===== src/rtl/wb_bus_scheduler_pkg.sv =====
// rtl/wb_bus_scheduler_pkg.sv - shared wishbone widths and master request bundle
package wb_bus_scheduler_pkg;

  localparam int WB_DATA_W   = 16;
  localparam int WB_ADDR_W   = 24;
  localparam int WB_SEL_BITS = 2;

  typedef struct packed {
    logic                   cyc;
    logic                   stb;
    logic                   we;
    logic [WB_ADDR_W-1:0]   adr;
    logic [WB_DATA_W-1:0]   dat;
    logic [WB_SEL_BITS-1:0] sel;
  } wb_req_t;

endpackage


===== src/rtl/wb_bus_scheduler_watchdog.sv =====
// rtl/wb_bus_scheduler_watchdog.sv - counts unanswered strobe cycles, flags abort at TIMEOUT
module wb_bus_scheduler_watchdog #(
  parameter int TIMEOUT = 255,
  parameter int CNT_W   = 8
) (
  input  logic i_clk,
  input  logic i_rst,
  input  logic clear,
  input  logic stb,
  input  logic resp,
  output logic abort
);

  logic [CNT_W-1:0] wd_cnt;
  logic             at_limit;

  assign at_limit = (wd_cnt == CNT_W'(TIMEOUT));

  // A response on the limit cycle wins over the abort.
  assign abort = !clear && stb && !resp && at_limit;

  always_ff @(posedge i_clk or posedge i_rst) begin
    if (i_rst) begin
      wd_cnt <= '0;
    end else if (clear || resp) begin
      wd_cnt <= '0;
    end else if (stb && !at_limit) begin
      wd_cnt <= wd_cnt + CNT_W'(1);
    end
  end

endmodule


===== src/rtl/wb_bus_scheduler.sv =====
// rtl/wb_bus_scheduler.sv - two-master wishbone arbiter: data priority, fetch anti-starvation, watchdog abort
module wb_bus_scheduler
  import wb_bus_scheduler_pkg::*;
#(
  parameter int STARVE_LIM = 4,
  parameter int TIMEOUT    = 255,
  parameter int CNT_W      = 8
) (
  input  logic                   i_clk,
  input  logic                   i_rst,
  input  logic                   m0_cyc,
  input  logic                   m0_stb,
  input  logic                   m0_we,
  input  logic [WB_ADDR_W-1:0]   m0_adr,
  input  logic [WB_DATA_W-1:0]   m0_dat,
  input  logic [WB_SEL_BITS-1:0] m0_sel,
  output logic                   m0_ack,
  output logic                   m0_err,
  output logic                   m0_rty,
  input  logic                   m1_cyc,
  input  logic                   m1_stb,
  input  logic                   m1_we,
  input  logic [WB_ADDR_W-1:0]   m1_adr,
  input  logic [WB_DATA_W-1:0]   m1_dat,
  input  logic [WB_SEL_BITS-1:0] m1_sel,
  output logic                   m1_ack,
  output logic                   m1_err,
  output logic                   m1_rty,
  output logic                   wb_cyc,
  output logic                   wb_stb,
  output logic                   wb_we,
  output logic [WB_ADDR_W-1:0]   wb_adr,
  output logic [WB_DATA_W-1:0]   wb_o_dat,
  output logic [WB_SEL_BITS-1:0] wb_sel,
  input  logic                   wb_ack,
  input  logic                   wb_err,
  input  logic                   wb_rty,
  output logic [1:0]             o_grant,
  output logic                   o_timeout
);

  localparam logic [1:0] S_IDLE  = 2'd0;
  localparam logic [1:0] S_G0    = 2'd1;
  localparam logic [1:0] S_G1    = 2'd2;
  localparam logic [1:0] S_ABORT = 2'd3;

  localparam int SW = $clog2(STARVE_LIM + 1);

  logic [1:0]    state;
  logic [1:0]    state_nxt;
  logic [SW-1:0] starve_cnt;
  logic          abort_owner;

  wb_req_t req0;
  wb_req_t req1;
  wb_req_t cur;

  logic in_g0;
  logic in_g1;
  logic owned;
  logic resp;
  logic abort;
  logic owner_cyc;
  logic starved;

  assign req0 = '{cyc: m0_cyc, stb: m0_stb, we: m0_we, adr: m0_adr, dat: m0_dat, sel: m0_sel};
  assign req1 = '{cyc: m1_cyc, stb: m1_stb, we: m1_we, adr: m1_adr, dat: m1_dat, sel: m1_sel};

  assign in_g0 = (state == S_G0);
  assign in_g1 = (state == S_G1);
  assign owned = in_g0 || in_g1;
  assign cur   = in_g1 ? req1 : req0;
  assign resp  = wb_ack || wb_err || wb_rty;

  assign starved = (starve_cnt == SW'(STARVE_LIM));

  wb_bus_scheduler_watchdog #(
    .TIMEOUT (TIMEOUT),
    .CNT_W   (CNT_W)
  ) u_watchdog (
    .i_clk (i_clk),
    .i_rst (i_rst),
    .clear (!owned),
    .stb   (owned && cur.stb),
    .resp  (resp),
    .abort (abort)
  );

  // Bus mux follows the registered state; owner dropping cyc releases the bus immediately.
  assign wb_cyc   = owned && cur.cyc && !abort;
  assign wb_stb   = owned && cur.stb && !abort;
  assign wb_we    = owned && cur.we;
  assign wb_adr   = owned ? cur.adr : '0;
  assign wb_o_dat = owned ? cur.dat : '0;
  assign wb_sel   = owned ? cur.sel : '0;

  assign m0_ack = in_g0 && wb_ack;
  assign m0_err = in_g0 && (wb_err || abort);
  assign m0_rty = in_g0 && wb_rty;
  assign m1_ack = in_g1 && wb_ack;
  assign m1_err = in_g1 && (wb_err || abort);
  assign m1_rty = in_g1 && wb_rty;

  assign o_grant   = {in_g1, in_g0};
  assign o_timeout = abort;

  assign owner_cyc = abort_owner ? m1_cyc : m0_cyc;

  always_comb begin
    state_nxt = state;
    case (state)
      S_IDLE: begin
        if (m1_cyc && (!m0_cyc || starved)) begin
          state_nxt = S_G1;
        end else if (m0_cyc) begin
          state_nxt = S_G0;
        end
      end
      S_G0, S_G1: begin
        if (abort) begin
          state_nxt = cur.cyc ? S_ABORT : S_IDLE;
        end else if (!cur.cyc) begin
          state_nxt = S_IDLE;
        end
      end
      default: begin
        if (!owner_cyc) begin
          state_nxt = S_IDLE;
        end
      end
    endcase
  end

  always_ff @(posedge i_clk or posedge i_rst) begin
    if (i_rst) begin
      state       <= S_IDLE;
      starve_cnt  <= '0;
      abort_owner <= 1'b0;
    end else begin
      state <= state_nxt;
      if (abort) begin
        abort_owner <= in_g1;
      end
      // Starvation count only moves on grant entry.
      if (state == S_IDLE) begin
        if (state_nxt == S_G1) begin
          starve_cnt <= '0;
        end else if (state_nxt == S_G0) begin
          if (!m1_cyc) begin
            starve_cnt <= '0;
          end else if (!starved) begin
            starve_cnt <= starve_cnt + SW'(1);
          end
        end
      end
    end
  end

endmodule


===== config.mk =====
export PLATFORM = sky130hd
export DESIGN_NAME = wb_bus_scheduler
export DESIGN_NICKNAME = d
export VERILOG_FILES = /design/src/rtl/wb_bus_scheduler_pkg.sv /design/src/rtl/wb_bus_scheduler_watchdog.sv /design/src/rtl/wb_bus_scheduler.sv
export SDC_FILE = /design/constraint.sdc
export NUM_CORES = 1
export LEC_CHECK = 0
export ABC_CLOCK_PERIOD_IN_PS = 3200
export BUFFER_PORTS_ARGS = -buffer_cell sky130_fd_sc_hd__buf_4
export CAP_MARGIN = 20
export CORE_MARGIN = 2
export CORE_UTILIZATION = 34
export CTS_CLUSTER_SIZE = 16
export DETAILED_ROUTE_END_ITERATION = 10
export GPL_TIMING_DRIVEN = 0
export PLACE_DENSITY = 0.77
export SLEW_MARGIN = 20
export SYNTH_ARGS = -nofsm -noshare
export SYNTH_HDL_FRONTEND = slang
export SYNTH_HIERARCHICAL = 1
export SYNTH_SLANG_ARGS = --single-unit

===== constraint.sdc =====
create_clock -name i_clk -period 3.2 [get_ports i_clk]
set_clock_uncertainty 0.1 [all_clocks]
set_input_delay 0.48 -clock i_clk [delete_from_list [all_inputs] [get_ports i_clk]]
set_output_delay 0.48 -clock i_clk [all_outputs]
set_load 0.03 [all_outputs]

==> metrics <==
outcome=finished, final reports clean; DRC=0; Critical Path Slowest Stage Cell=dfrtp_2; final hold slack=52.9 ps; Final Max Slew Viols=0; worst reg2reg setup slack=150 ps; Pleak=1.46 nW; final setup vio count=0; CTS Buf Count=3; worst endpoint required time=between 3000 and 4000 ps; initial antenna violation count=0; Clk network pwr share=6.4%; worst-path maximum fanout=11; Slew @ Worst Pin=464 ps; GR Layer Usage met2=36.9%; Power Total=about 2.8 mW; Avg Synthesized Cell Area=between 7 and 8 sq um; Post-synth EDFFs=0; Power Dens Cells=901 mW/mm^2; Comb power frac=84.9%; drt wl/cell=14.8 um; top cell type's share of synthesized area=about a quarter; Yosys top cell by area=mux2i_1; CTS tree=yes; Inserted Diodes=0; crit path DAT=3090 ps; total global-route track usage=21.0%; maximum number of pins on one net before global-route repair=12; Synth area leaders=mux2i_1 (27%), dfrtp_1 (21%), nor2_1 (12%); WS Path Type=flip-flop to flip-flop; Most Crowded Layer GR=met2; Rel. slew slack=approximately 69%; Die Span Y=between 70 and 80 um; overflow left after global routing=0; Final #Nets=473; First-pass DRT Iterations=4; share of layout cells above drive strength 1=~53%; synth unique cells=42; Int Power=1.24 mW; later-pin clock latency in the skew report=250 ps; dpl cells=roughly 420; Ys Warns=6; first-pass GRT wire length=a little under 9 mm; GP Congestion=~0.94; total routed wirelength=6.44 mm; crit share post-route=95.4%; Via Count=2090; Worst Setup End Kind=flip-flop; count of input and output buffers=148; Post-Layout Cell Count=436; critical-path cell list=inv_2 > ha_4 > inv_4 > clkbuf_8 > or2_4 > nor4_4 > nor2_1 > o22a_1 > o21a_1 > ha_1 > a311o_1 > nand2_1 > o21ai_1; sequential power share=8.7%; clock slew at reported path FFs=60 ps; Die Span X=73.9 um; CTS Buffer Depth=2; max-cap check violation count=0; ys async rst share=100%; initial DRC count=55; clk root buf=clkbuf_8; critical path startpoint category=flip-flop; core area=~0.0047 sq mm; Hold Crit Class=input pin to asynchronous set/reset pin; Post-Syn Area=0.00166 sq mm; Max Freq=about 330 MHz; Most used DFF post-synth=dfrtp_1; clock tree sinks=14; vias per cell=between 4 and 5; antenna viol nets, final=0; VDD IR max=659 uV; synthesized flop and latch total=14; Row Count=25; Initial Util=between 30% and 40%; slowest stage delay, CP=430 ps; area grow syn2layout=84.3%; Die Footprint=0.00546 sq mm; crit path time final=slightly above 3000 ps; Final Core Density=around two thirds; vias in the first global route=approximately 1.9k; dpl hpwl=5.34 mm; # H-tree levels=1; Sw Share=55.1%; Final Hold Fails=0; Post-Syn Instances=208; Sw Pwr=1.52 mW; M1 GR Usage=25.7%; met3 Use GR=6.45%; Seq/Total Area, Yosys=21.1%; Net Count, Synth=just over 300; Ports=between 100 and 150
-- cells in the mapped netlist (3+ instances only) --
master   count
nor2_1      52
mux2i_1     44
dfrtp_1     14
inv_1       10
nand2_1     10
ha_1         8
o21ai_0      7
nand3_1      6
a21oi_1      5
o21a_1       5
and2_1       4
buf_4        4
buf_1        3
nor3_1       3
-- cells by family (layout without fill, tap and decap cells) --
family,count (synthesis),in the layout,share of synthesized area [%]
xor gates and xnor gates,1,1,0.528
muxes,47,47,28.8
adders and majority gates,8,8,6.03
buffers and inverters,23,184,7.16
and+or+nand+nor,85,85,23.0
DFF,14,14,21.1
AOI/OAI and AO/OA,30,30,13.4
-- power groups by stage --
stage / Clock [mW] / Sequential, mW / Combinational (mW)
2_1_floorplan: 0 / 0.235 / 1.50
3_3_place_gp: 0 / 0.243 / 2.24
3_5_place_dp: 0 / 0.244 / 2.26
4_1_cts: 0.181 / 0.242 / 2.26
5_1_grt: 0.191 / 0.244 / 2.48
6_report: 0.176 / 0.241 / 2.34
-- critical path: cells and delay by family (launching register included) --
family / cells / cell delay (ps)
adders and majority gates: 2 / 580
and+or+nand+nor: 4 / 770
AOI/OAI and AO/OA: 4 / 740
DFF: 1 / 430
buffers and inverters: 3 / 300
-- cell type report --
| class | count | area (sq um) |
|---|---|---|
| buffer | 12 | 91.3 |
| clock buffer | 4 | 55.1 |
| fill | 425 | 1660 |
| inverter | 11 | 43.8 |
| multi-input combinational | 171 | 1250 |
| sequential | 14 | 353 |
| tap | 67 | 83.8 |
| timing repair buffer | 157 | 1180 |
-- placed cells by master, fill, tap and decap left out, types with 2 or more instances in the layout --
cell type | Yosys | layout
ha_1 | 8 | 6
nor3_1 | 3 | 2
o21ai_0 | 7 | 5
o21ai_1 | 1 | 3
buf_2 | 2 | 2
mux2_2 | 2 | 2
clkbuf_8 | 0 | 5
nor2_1 | 52 | 50
a211oi_1 | 2 | 2
nand2_1 | 10 | 9
a21oi_1 | 5 | 5
and2_1 | 4 | 4
dfrtp_1 | 14 | 12
buf_4 | 4 | 161
mux2i_1 | 44 | 43
buf_1 | 3 | 3
nand3_1 | 6 | 6
inv_2 | 1 | 2
ha_4 | 0 | 2
dfrtp_2 | 0 | 2
inv_1 | 10 | 8
nor2_2 | 1 | 2
o21a_1 | 5 | 5
-- through the flow --
stage / cell area, sq um / TNS [ps] / worst slack [ps]
after global placement: 2920 / -116 / -60.4
after floorplan: 1730 / -91.1 / -46.9
after CTS: 3000 / 0 / 14.8
final: 3060 / 0 / 147
after global routing: 3060 / -52.9 / -37.0
after detailed placement: 2920 / -298 / -123
-- layer usage --
metal  vias up  wire length [um]
li1       1047                 -
met1       946              2560
met2        91              3240
met3         6               582
met4         0                60
met5         -                 0
-- registers in the layout (all words and copies together) (netlist names) --
name / count
starve_cnt: 3
u_watchdog/wd_cnt: 8
abort_owner: 1
state: 2
-- path summary, 6_finish.rpt --
path,startpoint,to,cells past startpoint
worst max-delay path,state[1],starve_cnt[0],13
worst min-delay path,i_rst,abort_owner,2
worst max register to register,state[1],starve_cnt[0],13
worst min register to register,starve_cnt[0],starve_cnt[0],1
max in group asynchronous,i_rst,u_watchdog/wd_cnt[0],2
min in group i_clk,starve_cnt[0],starve_cnt[0],1
-- repair_timing --
action | 4_1_cts | 5_1_grt
endpoints found under the hold margin | 0 | 0
setup endpoints to repair | 3 | 7
resized for setup | 1 | 4
pin swaps | 3 | 4
hold buffers | 0 | 0
setup buffers | 3 | 6
No activity file was read; power rests on OpenSTA's default activity.
